--- src/rtl/riscv_imm_decode_stage.sv ---
// -----------------------------------------------------------------------------
// riscv_imm_decode_stage
//
// Registered decode-stage slice for RV32I/RV64I. For each accepted instruction
// it generates the sign-extended immediate, classifies the immediate format,
// pre-computes the PC-relative target (pc + imm) and flags encodings that this
// stage does not recognise. Illegal entries still flow downstream, carrying a
// zero immediate, format NONE and target == pc.
//
// A two-entry buffer (main + skid) sits behind valid/ready handshakes on both
// sides. This gives full throughput while keeping in_ready a register output.
//
// Ports:
//   clk, rst_n     clock; synchronous active-low reset
//   flush          synchronous flush: drops buffered entries and any input
//                  presented in the same cycle
//   in_valid/in_ready, in_instr, in_pc             upstream handshake + payload
//   out_valid/out_ready                            downstream handshake
//   out_instr, out_pc                              passthrough payload
//   out_imm, out_imm_type, out_target, out_illegal decode results
//
// Immediate type codes: 0 NONE, 1 I, 2 S, 3 B, 4 U, 5 J.
// -----------------------------------------------------------------------------
module riscv_imm_decode_stage #(
    parameter int INST_DATA_WIDTH = 32,
    parameter int XLEN            = 32,
    parameter int PC_WIDTH        = XLEN
) (
    input  logic                       clk,
    input  logic                       rst_n,
    input  logic                       flush,
    input  logic                       in_valid,
    output logic                       in_ready,
    input  logic [INST_DATA_WIDTH-1:0] in_instr,
    input  logic [PC_WIDTH-1:0]        in_pc,
    output logic                       out_valid,
    input  logic                       out_ready,
    output logic [INST_DATA_WIDTH-1:0] out_instr,
    output logic [PC_WIDTH-1:0]        out_pc,
    output logic [XLEN-1:0]            out_imm,
    output logic [2:0]                 out_imm_type,
    output logic [PC_WIDTH-1:0]        out_target,
    output logic                       out_illegal
);

    // Immediate format codes
    localparam logic [2:0] IMM_NONE = 3'd0;
    localparam logic [2:0] IMM_I    = 3'd1;
    localparam logic [2:0] IMM_S    = 3'd2;
    localparam logic [2:0] IMM_B    = 3'd3;
    localparam logic [2:0] IMM_U    = 3'd4;
    localparam logic [2:0] IMM_J    = 3'd5;

    // Major opcodes, instr[6:2]
    localparam logic [4:0] OPC_LOAD       = 5'b00000;
    localparam logic [4:0] OPC_MISC_MEM   = 5'b00011;
    localparam logic [4:0] OPC_OP_IMM     = 5'b00100;
    localparam logic [4:0] OPC_AUIPC      = 5'b00101;
    localparam logic [4:0] OPC_OP_IMM_32  = 5'b00110;
    localparam logic [4:0] OPC_STORE      = 5'b01000;
    localparam logic [4:0] OPC_OP         = 5'b01100;
    localparam logic [4:0] OPC_LUI        = 5'b01101;
    localparam logic [4:0] OPC_OP_32      = 5'b01110;
    localparam logic [4:0] OPC_BRANCH     = 5'b11000;
    localparam logic [4:0] OPC_JALR       = 5'b11001;
    localparam logic [4:0] OPC_JAL        = 5'b11011;
    localparam logic [4:0] OPC_SYSTEM     = 5'b11100;

    // Buffer occupancy
    typedef enum logic [1:0] {
        ST_EMPTY = 2'd0,
        ST_ONE   = 2'd1,
        ST_TWO   = 2'd2
    } state_t;

    // One buffered, fully decoded entry
    typedef struct packed {
        logic [INST_DATA_WIDTH-1:0] instr;
        logic [PC_WIDTH-1:0]        pc;
        logic [XLEN-1:0]            imm;
        logic [2:0]                 imm_type;
        logic [PC_WIDTH-1:0]        target;
        logic                       illegal;
    } entry_t;

    // Decode one instruction into a complete entry. Every format places
    // instr[31] at bit 31 of the 32-bit immediate, so one signed widening
    // to XLEN covers all sign extension, including U-type on RV64.
    function automatic entry_t decode_entry(
        input logic [INST_DATA_WIDTH-1:0] instr,
        input logic [PC_WIDTH-1:0]        pc
    );
        entry_t     e;
        logic [31:0] imm32;
        logic [2:0]  ty;
        logic        ill;
        imm32 = 32'd0;
        ty    = IMM_NONE;
        ill   = 1'b0;
        if (instr[1:0] != 2'b11) begin
            // Compressed or otherwise non-32-bit encoding
            ill = 1'b1;
        end else begin
            case (instr[6:2])
                OPC_LUI, OPC_AUIPC: begin
                    ty    = IMM_U;
                    imm32 = {instr[31:12], 12'h000};
                end
                OPC_JAL: begin
                    ty    = IMM_J;
                    imm32 = {{11{instr[31]}}, instr[31], instr[19:12],
                             instr[20], instr[30:21], 1'b0};
                end
                OPC_JALR, OPC_LOAD, OPC_OP_IMM, OPC_SYSTEM: begin
                    ty    = IMM_I;
                    imm32 = {{20{instr[31]}}, instr[31:20]};
                end
                OPC_STORE: begin
                    ty    = IMM_S;
                    imm32 = {{20{instr[31]}}, instr[31:25], instr[11:7]};
                end
                OPC_BRANCH: begin
                    ty    = IMM_B;
                    imm32 = {{19{instr[31]}}, instr[31], instr[7],
                             instr[30:25], instr[11:8], 1'b0};
                end
                OPC_OP, OPC_MISC_MEM: begin
                    ty    = IMM_NONE;
                    imm32 = 32'd0;
                end
                OPC_OP_IMM_32: begin
                    // Word-sized immediate ops only exist on RV64
                    if (XLEN == 64) begin
                        ty    = IMM_I;
                        imm32 = {{20{instr[31]}}, instr[31:20]};
                    end else begin
                        ill = 1'b1;
                    end
                end
                OPC_OP_32: begin
                    if (XLEN == 64) begin
                        ty = IMM_NONE;
                    end else begin
                        ill = 1'b1;
                    end
                end
                default: begin
                    ill = 1'b1;
                end
            endcase
        end
        e.instr    = instr;
        e.pc       = pc;
        e.imm      = XLEN'($signed(imm32));
        e.imm_type = ty;
        // Illegal entries carry imm == 0, so target collapses to pc
        e.target   = pc + PC_WIDTH'($signed(e.imm));
        e.illegal  = ill;
        return e;
    endfunction

    // Occupancy after this edge; flush empties the buffer regardless
    function automatic state_t next_count(
        input state_t cur,
        input logic   accept,
        input logic   drain,
        input logic   flush_req
    );
        state_t nxt;
        nxt = cur;
        if (flush_req) begin
            nxt = ST_EMPTY;
        end else begin
            case (cur)
                ST_EMPTY: nxt = accept ? ST_ONE : ST_EMPTY;
                ST_ONE: begin
                    if (accept && !drain) begin
                        nxt = ST_TWO;
                    end else if (!accept && drain) begin
                        nxt = ST_EMPTY;
                    end else begin
                        nxt = ST_ONE;
                    end
                end
                ST_TWO:   nxt = drain ? ST_ONE : ST_TWO;
                default:  nxt = ST_EMPTY;
            endcase
        end
        return nxt;
    endfunction

    state_t state_r;
    state_t next_state_s;
    entry_t main_r;
    entry_t skid_r;
    entry_t dec_s;
    logic   in_ready_r;
    logic   out_valid_r;
    logic   accept_s;
    logic   drain_s;

    assign accept_s     = in_valid && in_ready_r;
    assign drain_s      = out_valid_r && out_ready;
    assign dec_s        = decode_entry(in_instr, in_pc);
    assign next_state_s = next_count(state_r, accept_s, drain_s, flush);

    // Occupancy FSM, handshake flags and entry storage
    always_ff @(posedge clk) begin
        if (!rst_n) begin
            state_r     <= ST_EMPTY;
            in_ready_r  <= 1'b0;
            out_valid_r <= 1'b0;
            main_r      <= '0;
            skid_r      <= '0;
        end else if (flush) begin
            // Any input this cycle is dropped; a coinciding drain is final
            state_r     <= ST_EMPTY;
            in_ready_r  <= 1'b1;
            out_valid_r <= 1'b0;
        end else begin
            state_r     <= next_state_s;
            in_ready_r  <= (next_state_s != ST_TWO);
            out_valid_r <= (next_state_s != ST_EMPTY);
            case (state_r)
                ST_EMPTY: begin
                    if (accept_s) begin
                        main_r <= dec_s;
                    end
                end
                ST_ONE: begin
                    if (accept_s && drain_s) begin
                        // Main drains and is reloaded in the same edge
                        main_r <= dec_s;
                    end else if (accept_s) begin
                        // Main is stalled; park the newcomer behind it
                        skid_r <= dec_s;
                    end
                end
                ST_TWO: begin
                    // in_ready is low here, so only a drain can happen
                    if (drain_s) begin
                        main_r <= skid_r;
                    end
                end
                default: begin
                    main_r <= '0;
                    skid_r <= '0;
                end
            endcase
        end
    end

    assign in_ready     = in_ready_r;
    assign out_valid    = out_valid_r;
    assign out_instr    = main_r.instr;
    assign out_pc       = main_r.pc;
    assign out_imm      = main_r.imm;
    assign out_imm_type = main_r.imm_type;
    assign out_target   = main_r.target;
    assign out_illegal  = main_r.illegal;

endmodule

--- config.mk ---
export PLATFORM = sky130hd
export DESIGN_NAME = riscv_imm_decode_stage
export DESIGN_NICKNAME = d
export VERILOG_FILES = /design/src/rtl/riscv_imm_decode_stage.sv
export SDC_FILE = /design/constraint.sdc
export NUM_CORES = 1
export LEC_CHECK = 0
export CAP_MARGIN = 20
export CORE_ASPECT_RATIO = 0.8
export CORE_UTILIZATION = 40
export DETAILED_ROUTE_END_ITERATION = 12
export DONT_BUFFER_PORTS = 1
export MAX_ROUTING_LAYER = met4
export PLACE_DENSITY = 0.59
export SYNTH_ARGS = -nofsm -noshare
export SYNTH_HDL_FRONTEND = slang
export SYNTH_SLANG_ARGS = --single-unit
--- constraint.sdc ---
create_clock -name clk -period 7 [get_ports clk]
set_clock_uncertainty 0.15 [all_clocks]
set_input_delay 2.1 -clock clk [delete_from_list [all_inputs] [get_ports clk]]
set_output_delay 2.1 -clock clk [all_outputs]
set_load 0.02 [all_outputs]
==> flow_summary.toml, run 1 <==
[setup_path]
end_kind = "register"
cp.required_ns = 7.37
reg2reg_to = "out_target[0]"
cp_max_fo = 16
critical_path_class = "in2reg"
rr_worst_depth = 6
setup.worst_path.start_class = "input pin"
startpoint = "in_instr[4]"
cp.arrival_ns = 5.80
r2r_start = "state_r[1]"
worst-r2r-setup-slack_ns = 3.60

[final_layout]
regArea_um2 = 5370
syn_to_final_growth_pct = 8.52
fin_util = 0.441
layout_common_cells = "nand2_1, dfxtp_1, a21oi_1"
layout.nets = 1723
fillCellCount = 3403
multi_input_area_um2 = 7690
drive_gt1_frac = 0.0592
final_common_cell = "nand2_1"

[job]
drv_cap = 0

[sta]
maxSlewViolCount = 0
hold_viol = 0
finalSetupViolCount = 0
fin_crit_sh = 0.775
worstMarginPinSlew_ns = 0.954
fin_ws_ns = 1.57
setup-tns-final_ns = 0
fin_hold_ws_ns = 0.302
fmax_mhz = 184
rsz0062_at_grt = "no"
slew_headroom = 0.358
min_period_ns = 5.43

[grt]
grt_pass1_vias = 11200
antenna_found_initial = 1
grt_max_degree = 256
grt_pass1_wl_um = 68700
overflow = 0
track_usage = 0.261

[clock_tree]
cts_max_path_buffers = 3
numCtsBuffers = 29
clock-sinks = 268
cts_hold_buf = 0
htreeDepth = 1
cts-root-buf = "clkbuf_16"
clkLatencyLatePin_ns = 0.58
postCtsSetupRepairBufs = 0
worst_setup_hold_path_clk_slew_ns = 0.06
cts_resized = 0
cts_tree = "built"

[detailed_routing]
via_per_inst = 5.82
drt_iter0_markers = 1125
remaining_drc_errors = 0
ant_nets = 0
wl_per_cell_um = 21.9
vias = 12100
routed_wl_um = 45300
drtPass1Iterations = 5

[power]
fin_total_pwr_mw = 3.57
ir_drop_mv = 0.163
p_leak_nw = 6.06
power_density_nw_per_um2 = 241

[synth]
netlist_area_um2 = 13700
syn-num-nets = 1810
synth_async_sr_flop_share = 0
syn_inst = 1702
avgSynthCellArea_um2 = 8.02
ys_seq_area_frac = 0.393
synth_cell_types = 75
synthFlopType = "dfxtp_1"
synth_edf_count = 0
ys.warnings.count = 0
ys_ff_latch = 268

[place]
routabilityCongestion = 0.938
portBuffers = 0
hpwl_um = 31500
dp_slack_ns = 1.06

[outcome]
outcome = "completed"

[worst_hold_path]
min_delay_path_depth = 2
whs_endpoint = "skid_r[56]"
hp-start = "skid_r[56]"
hold_path_class = "reg2reg"

[die]
boundaryPins = 203
core_area_um2 = 33600
core.rowCount = 60
die_h_um = 167
die_area_um2 = 34900
start_util = 0.406
die_x_um = 209
critical path: stages:
cell and delay, ns:
and2b_1 0.22, o32ai_2 0.44, nand2_1 0.48, a21oi_1 0.32, ha_1 0.22, inv_1 0.06, fa_1 0.39, nand2b_1 0.18
a21oi_1 0.22, nor2_1 0.14, o21ai_2 0.36, a31oi_2 0.21, nor4b_1 0.31, a221o_1 0.15
area by class of cell:
cell class / count / area share
inverters: 13 / 0.00329
diodes: 2 / 0.000338
well taps: 434 / 0.0366
multi-input cells: 1285 / 0.519
clock buffers: 47 / 0.0596
clock inverters: 7 / 0.00887
repair buffers: 18 / 0.00996
flip-flops and latches: 268 / 0.362
per-stage QoR:
step                      instance area, um2  cells
final                                  14800   2074
after global routing                   14800   2073
after CTS                              14800   2072
after detailed placement               13800   2018
after floorplan                        13700   1702
after global placement                 13800   2018
cell families (layout without fill, tap and decap cells):
group,count (synthesis),in the layout,share of synthesized area
and+or+nand+nor,625,625,0.211
AOI/OAI and AO/OA,589,589,0.292
DFF,268,268,0.393
buffers and inverters,149,85,0.0460
adders and majority gates,39,39,0.0363
xor gates and xnor gates,25,25,0.0166
muxes,7,7,0.00522
other,0,2,0
per-layer routing:
| layer | up-vias | GRT usage | share of wire |
|---|---|---|---|
| met5 | - | - | 0 |
| met4 | 0 | 0.0614 | 0.024 |
| met2 | 368 | 0.386 | 0.43 |
| met3 | 75 | 0.0760 | 0.085 |
| met1 | 5825 | 0.348 | 0.46 |
| li1 | 5795 | - | - |
sequential cells by signal, indices dropped and copies added, names as in the netlist:
| register | flops |
|---|---|
| out_instr | 32 |
| out_pc | 32 |
| out_imm | 32 |
| out_target | 32 |
| in_ready | 1 |
| out_illegal | 1 |
| state_r | 2 |
| out_imm_type | 3 |
| skid_r | 132 |
| out_valid | 1 |
worst max path at each step:
| stage | endpoint | cells past startpoint | slack (ns) |
|---|---|---|---|
| after floorplan | out_target[31] | 16 | 1.65 |
| after global placement | skid_r[29] | 12 | 1.11 |
| after detailed placement | skid_r[21] | 14 | 1.06 |
| after CTS | skid_r[21] | 14 | 1.63 |
| after global routing | out_target[24] | 14 | 1.32 |
| final | out_target[24] | 14 | 1.57 |
Yosys cell counts, drive strengths merged (6+ instances only):
master  count  share of area
dfxtp     268           0.39
inv        13         0.0036
a31oi       9         0.0050
nor3       15         0.0059
a22o       18          0.012
o21ai      88          0.033
ha         38          0.035
nand2     350          0.096
a21oi     208          0.077
nand2b      8         0.0037
nand4      10         0.0046
buf        57          0.021
o21a       13         0.0071
xor2       14         0.0095
nand3      33          0.012
xnor2      11         0.0071
mux2i       6         0.0044
a21boi     98          0.054
o211a      69          0.051
and3        7         0.0032
nor2       61          0.017
o31ai       8         0.0048
nor2b      84          0.038
a221oi     17          0.012
and2       25          0.012
clkbuf     79          0.022
o211ai     15         0.0086
nor3b      12         0.0070
a21o       17         0.0093
where the power goes:
group / switching [mW] / total (mW) / internal (mW) / leakage, nW
Combinational: 0.156 / 0.264 / 0.108 / 3.39
Sequential: 0.101 / 1.68 / 1.57 / 2.18
Clock: 0.655 / 1.63 / 0.975 / 0.493
Total: 0.912 / 3.57 / 2.66 / 6.06
Power figures use the tool's default switching activity.
==> inputs of run 2 (changes only) <==
--- a/config.mk
+++ b/config.mk
@@ -11,7 +11,7 @@
 export DETAILED_ROUTE_END_ITERATION = 12
 export DONT_BUFFER_PORTS = 1
 export MAX_ROUTING_LAYER = met4
-export PLACE_DENSITY = 0.59
+export PLACE_DENSITY = 0.61
 export SYNTH_ARGS = -nofsm -noshare
 export SYNTH_HDL_FRONTEND = slang
 export SYNTH_SLANG_ARGS = --single-unit
==> constraint.sdc (replaced) <==
create_clock -name clk -period 4.95 [get_ports clk]
set_clock_uncertainty 0.15 [all_clocks]
set_input_delay 1.485 -clock clk [delete_from_list [all_inputs] [get_ports clk]]
set_output_delay 1.485 -clock clk [all_outputs]
set_load 0.02 [all_outputs]
==> flow_summary.toml, run 2 (synthesized netlist as in run 1, its figures left out) <==
[sta]
fin_crit_sh = 0.899
rsz0062_at_grt = "no"
hold_viol = 0
maxSlewViolCount = 0
finalSetupViolCount = 0
setup-tns-final_ns = 0
min_period_ns = 4.45
fmax_mhz = 225
fin_ws_ns = 0.500
slew_headroom = 0.394
worstMarginPinSlew_ns = 0.906

[place]
routabilityCongestion = 0.937
place_inst = 2056
hpwl_um = 30900
portBuffers = 0
dp_slack_ns = 0.0228
postPlaceCellArea_um2 = 14100

[clock_tree]
cts-root-buf = "clkbuf_16"
htreeDepth = 1
cts_max_path_buffers = 3
numCtsBuffers = 28
cts_tree = "built"
worst_setup_hold_path_clk_slew_ns = 0.06
clkLatencyLatePin_ns = 0.56
clock-sinks = 268
cts_resized = 0
cts_hold_buf = 0
postCtsSetupRepairBufs = 0

[final_layout]
registers.top_by_ff_count = "skid_r"
drive_gt1_frac = 0.0813
design_area_um2 = 15000
largest_reg_flops = 132
layout_common_cells = "nand2_1, dfxtp_1, a21oi_1"
layout.nets = 1761
syn_to_final_growth_pct = 10.1
final_common_cell = "nand2_1"
stdcell_count = 2108

[detailed_routing]
vias = 12200
drt_iter0_markers = 1037
remaining_drc_errors = 0
ant_nets = 0
wl_per_cell_um = 21.0
drtPass1Iterations = 5
via_per_inst = 5.77
routed_wl_um = 44300

[setup_path]
setup.worst_path.start_class = "input pin"
cp.required_ns = 5.31
end_kind = "register"
critical_path_class = "in2reg"
cp_max_fo = 11
cp.arrival_ns = 4.81

[grt]
antenna_found_initial = 1
overflow = 0
grt_pass1_wl_um = 67600
grt_max_degree = 256
track_usage = 0.253
grt_pass1_vias = 11200

[die]
boundaryPins = 203
die_h_um = 167
die_x_um = 209
die_area_um2 = 34900
start_util = 0.406
core.rowCount = 60
core_area_um2 = 33600

[power]
ir_drop_mv = 0.231
p_leak_nw = 6.22
power_density_nw_per_um2 = 321

[outcome]
outcome = "completed"

[worst_hold_path]
hold_path_class = "reg2reg"

[job]
drv_cap = 0
==> run 2: final cells by class <==
class | instances | area [um2]
clock inverter | 13 | 97.6
antenna | 1 | 2.50
clock buffer | 37 | 786
timing repair buffer | 57 | 495
tap | 434 | 543
multi-input combinational | 1285 | 7690
sequential | 268 | 5370
inverter | 13 | 48.8
fill | 3379 | 18600
==> run 2: final timing paths <==
| path | cells past startpoint | start | end | slack (ns) |
|---|---|---|---|---|
| min | 2 | skid_r[65] | skid_r[65] | 0.30 |
| max | 14 | in_instr[6] | out_target[15] | 0.50 |
| max reg2reg | 10 | out_valid | out_pc[1] | 2.21 |
| min reg2reg | 2 | skid_r[65] | skid_r[65] | 0.30 |
==> run 2: worst max-delay path, cell delays in order <==
cell and delay, ns:
or2_1 0.22, nor3_1 0.20, buf_4 0.18, o21ai_0 0.07, a21oi_1 0.47, ha_1 0.36, a21oi_1 0.31, a211oi_2 0.14
nor3_2 0.40, a31oi_1 0.19, xnor2_1 0.20, buf_4 0.17, nor4_1 0.25, o21a_1 0.15
==> run 2: metal layers <==
layer,up-vias,track usage,part of all wire
met3,49,0.0658,0.080
met4,0,0.0496,0.018
met2,370,0.383,0.44
met1,5880,0.340,0.46
li1,5865,-,-
met5,-,-,0
==> run 2: through the flow <==
stage	power, mW	hold slack [ns]	util
floorplan	2.71	0.275	-
global placement	2.79	0.285	0.420
detailed placement	2.80	0.293	0.420
CTS	4.87	0.304	0.447
global route	4.99	0.317	0.447
finish	4.82	0.305	0.447
==> run 2: report_power, final <==
part	switching, mW	leakage, nW	total [mW]	internal, mW
Clock	0.900	0.443	2.06	1.16
Sequential	0.143	2.18	2.37	2.23
Combinational	0.216	3.60	0.384	0.168
Total	1.26	6.22	4.82	3.56
==> inputs of run 3 (changes only) <==
--- a/config.mk
+++ b/config.mk
@@ -5,6 +5,7 @@
 export SDC_FILE = /design/constraint.sdc
 export NUM_CORES = 1
 export LEC_CHECK = 0
+export ABC_AREA = 1
 export CAP_MARGIN = 20
 export CORE_ASPECT_RATIO = 0.8
 export CORE_UTILIZATION = 40
==> flow_summary.toml, run 3 <==
[outcome]
outcome = "completed"

[clock_tree]
postCtsSetupRepairBufs = 0
cts_hold_buf = 0
clkLatencyLatePin_ns = 0.57
numCtsBuffers = 29
clock-sinks = 268
cts_tree = "built"
cts_max_path_buffers = 3
cts-root-buf = "clkbuf_16"
htreeDepth = 1
cts_resized = 0
worst_setup_hold_path_clk_slew_ns = 0.06

[grt]
overflow = 0
track_usage = 0.276
grt_pass1_wl_um = 70600
grt_pass1_vias = 12000
grt_max_degree = 202
antenna_found_initial = 0

[setup_path]
cp_max_fo = 9
cp.arrival_ns = 4.57
setup.worst_path.start_class = "input pin"
end_kind = "register"
critical_path_class = "in2reg"
cp.required_ns = 5.31

[power]
sequentialPowerShare = 0.464
p_leak_nw = 6.14
power_density_nw_per_um2 = 352
p_int_mw = 3.78
p_switching_mw = 1.35
switching_share = 0.263
pwr-share-comb = 0.081
ir_drop_mv = 0.245
clkPwrFrac = 0.455

[die]
die_h_um = 165
core.rowCount = 59
boundaryPins = 203
start_util = 0.408
core_area_um2 = 32600
die_x_um = 206
die_area_um2 = 34000

[job]
drv_cap = 0

[place]
hpwl_um = 31400
place_inst = 2227
routabilityCongestion = 0.945
portBuffers = 0
postPlaceCellArea_um2 = 13500

[synth]
synthFlopType = "dfxtp_1"
synth_async_sr_flop_share = 0
netlist_area_um2 = 13300
yosys.area.top_type = "dfxtp_1"
ys_ff_latch = 268
avgSynthCellArea_um2 = 7.02
synthTopCellsByCount = "nand2_1, nor2_1, dfxtp_1"
yosysTopAreaCellShare = 0.403
synth_most_common_cell = "nand2_1"
ys_seq_area_frac = 0.403
syn-num-nets = 2005
ys_top_cells_by_area = "dfxtp_1, nand2_1, a21oi_1, o21ai_0, nor2_1"
synth_edf_count = 0
syn_inst = 1897
ys.warnings.count = 0
synth_cell_types = 46

[final_layout]
final_common_cell = "nand2_1"
diodes = 0
layout_common_cells = "nand2_1, nor2_1, dfxtp_1"
syn_to_final_growth_pct = 9.23
registers.top_by_ff_count = "skid_r"
fin_util = 0.446
design_area_um2 = 14600
stdcell_count = 2278
largest_reg_flops = 132
layout.nets = 1939
drive_gt1_frac = 0.0719

[sta]
setup-tns-final_ns = 0
fin_crit_sh = 0.852
fmax_mhz = 237
min_period_ns = 4.22
finalSetupViolCount = 0
maxSlewViolCount = 0
worstMarginPinSlew_ns = 0.970
rsz0062_at_grt = "no"
fin_hold_ws_ns = 0.315
hold_viol = 0
slew_headroom = 0.353

[detailed_routing]
vias = 12800
routed_wl_um = 46100
ant_nets = 0
via_per_inst = 5.61
remaining_drc_errors = 0
drt_iter0_markers = 1293
wl_per_cell_um = 20.3
drtPass1Iterations = 5

[worst_hold_path]
hold_path_class = "reg2reg"
## run 3: per-layer routing
metal	up-vias	share of wire	track usage
met2	439	0.43	0.412
met3	60	0.084	0.0685
met4	0	0.023	0.0612
met5	-	0	-
li1	6193	-	-
met1	6095	0.46	0.375
## run 3: critical path, cell delays in order
cell	delay [ns]
nor2_2	0.28
nand2_1	0.25
nor2_1	0.18
a22oi_1	0.12
nor2_1	0.25
ha_1	0.33
inv_1	0.09
fa_1	0.37
inv_1	0.08
nand3_1	0.09
nand2_1	0.13
nand2_1	0.06
nand2_1	0.13
nand3_1	0.10
nand2_1	0.15
nand2_1	0.10
nand3b_1	0.12
nand3_1	0.10
a21oi_1	0.15
## run 3: final cells by class
type                       instances  area, um2
sequential                       268       5370
clock buffer                      42        865
fill                            3419      18100
clock inverter                     9        156
multi-input combinational       1363       6850
tap                              427        534
timing repair buffer              25        238
inverter                         144        544
## run 3: cell families after synthesis
logic type,share of synthesized area
adder cells (fa/ha/maj),0.0372
AND/OR/NAND/NOR,0.225
flip-flops,0.403
AO/OA/AOI/OAI,0.243
buffers and inverters,0.0842
XOR/XNOR,0.00789
## run 3: final timing paths
check / cells after the start / start / end / slack, ns
setup / recovery: 19 / in_instr[3] / out_target[22] / 0.73
hold / removal: 2 / skid_r[41] / skid_r[41] / 0.32
setup reg to reg: 8 / state_r[0] / out_imm[30] / 2.04
hold reg to reg: 2 / skid_r[41] / skid_r[41] / 0.32
## run 3: per-stage QoR
stage | power [mW] | setup slack, ns
floorplan | 2.73 | 0.931
global placement | 2.84 | 0.317
detailed placement | 2.84 | 0.269
CTS | 5.18 | 0.853
global route | 5.33 | 0.462
finish | 5.13 | 0.733
## run 3: power groups by stage
stage | Clock [mW] | Sequential (mW) | Combinational [mW]
3_5_place_dp | 0 | 2.43 | 0.411
6_report | 2.33 | 2.38 | 0.414
5_1_grt | 2.47 | 2.39 | 0.468
4_1_cts | 2.38 | 2.38 | 0.414
2_1_floorplan | 0 | 2.40 | 0.326
3_3_place_gp | 0 | 2.43 | 0.406
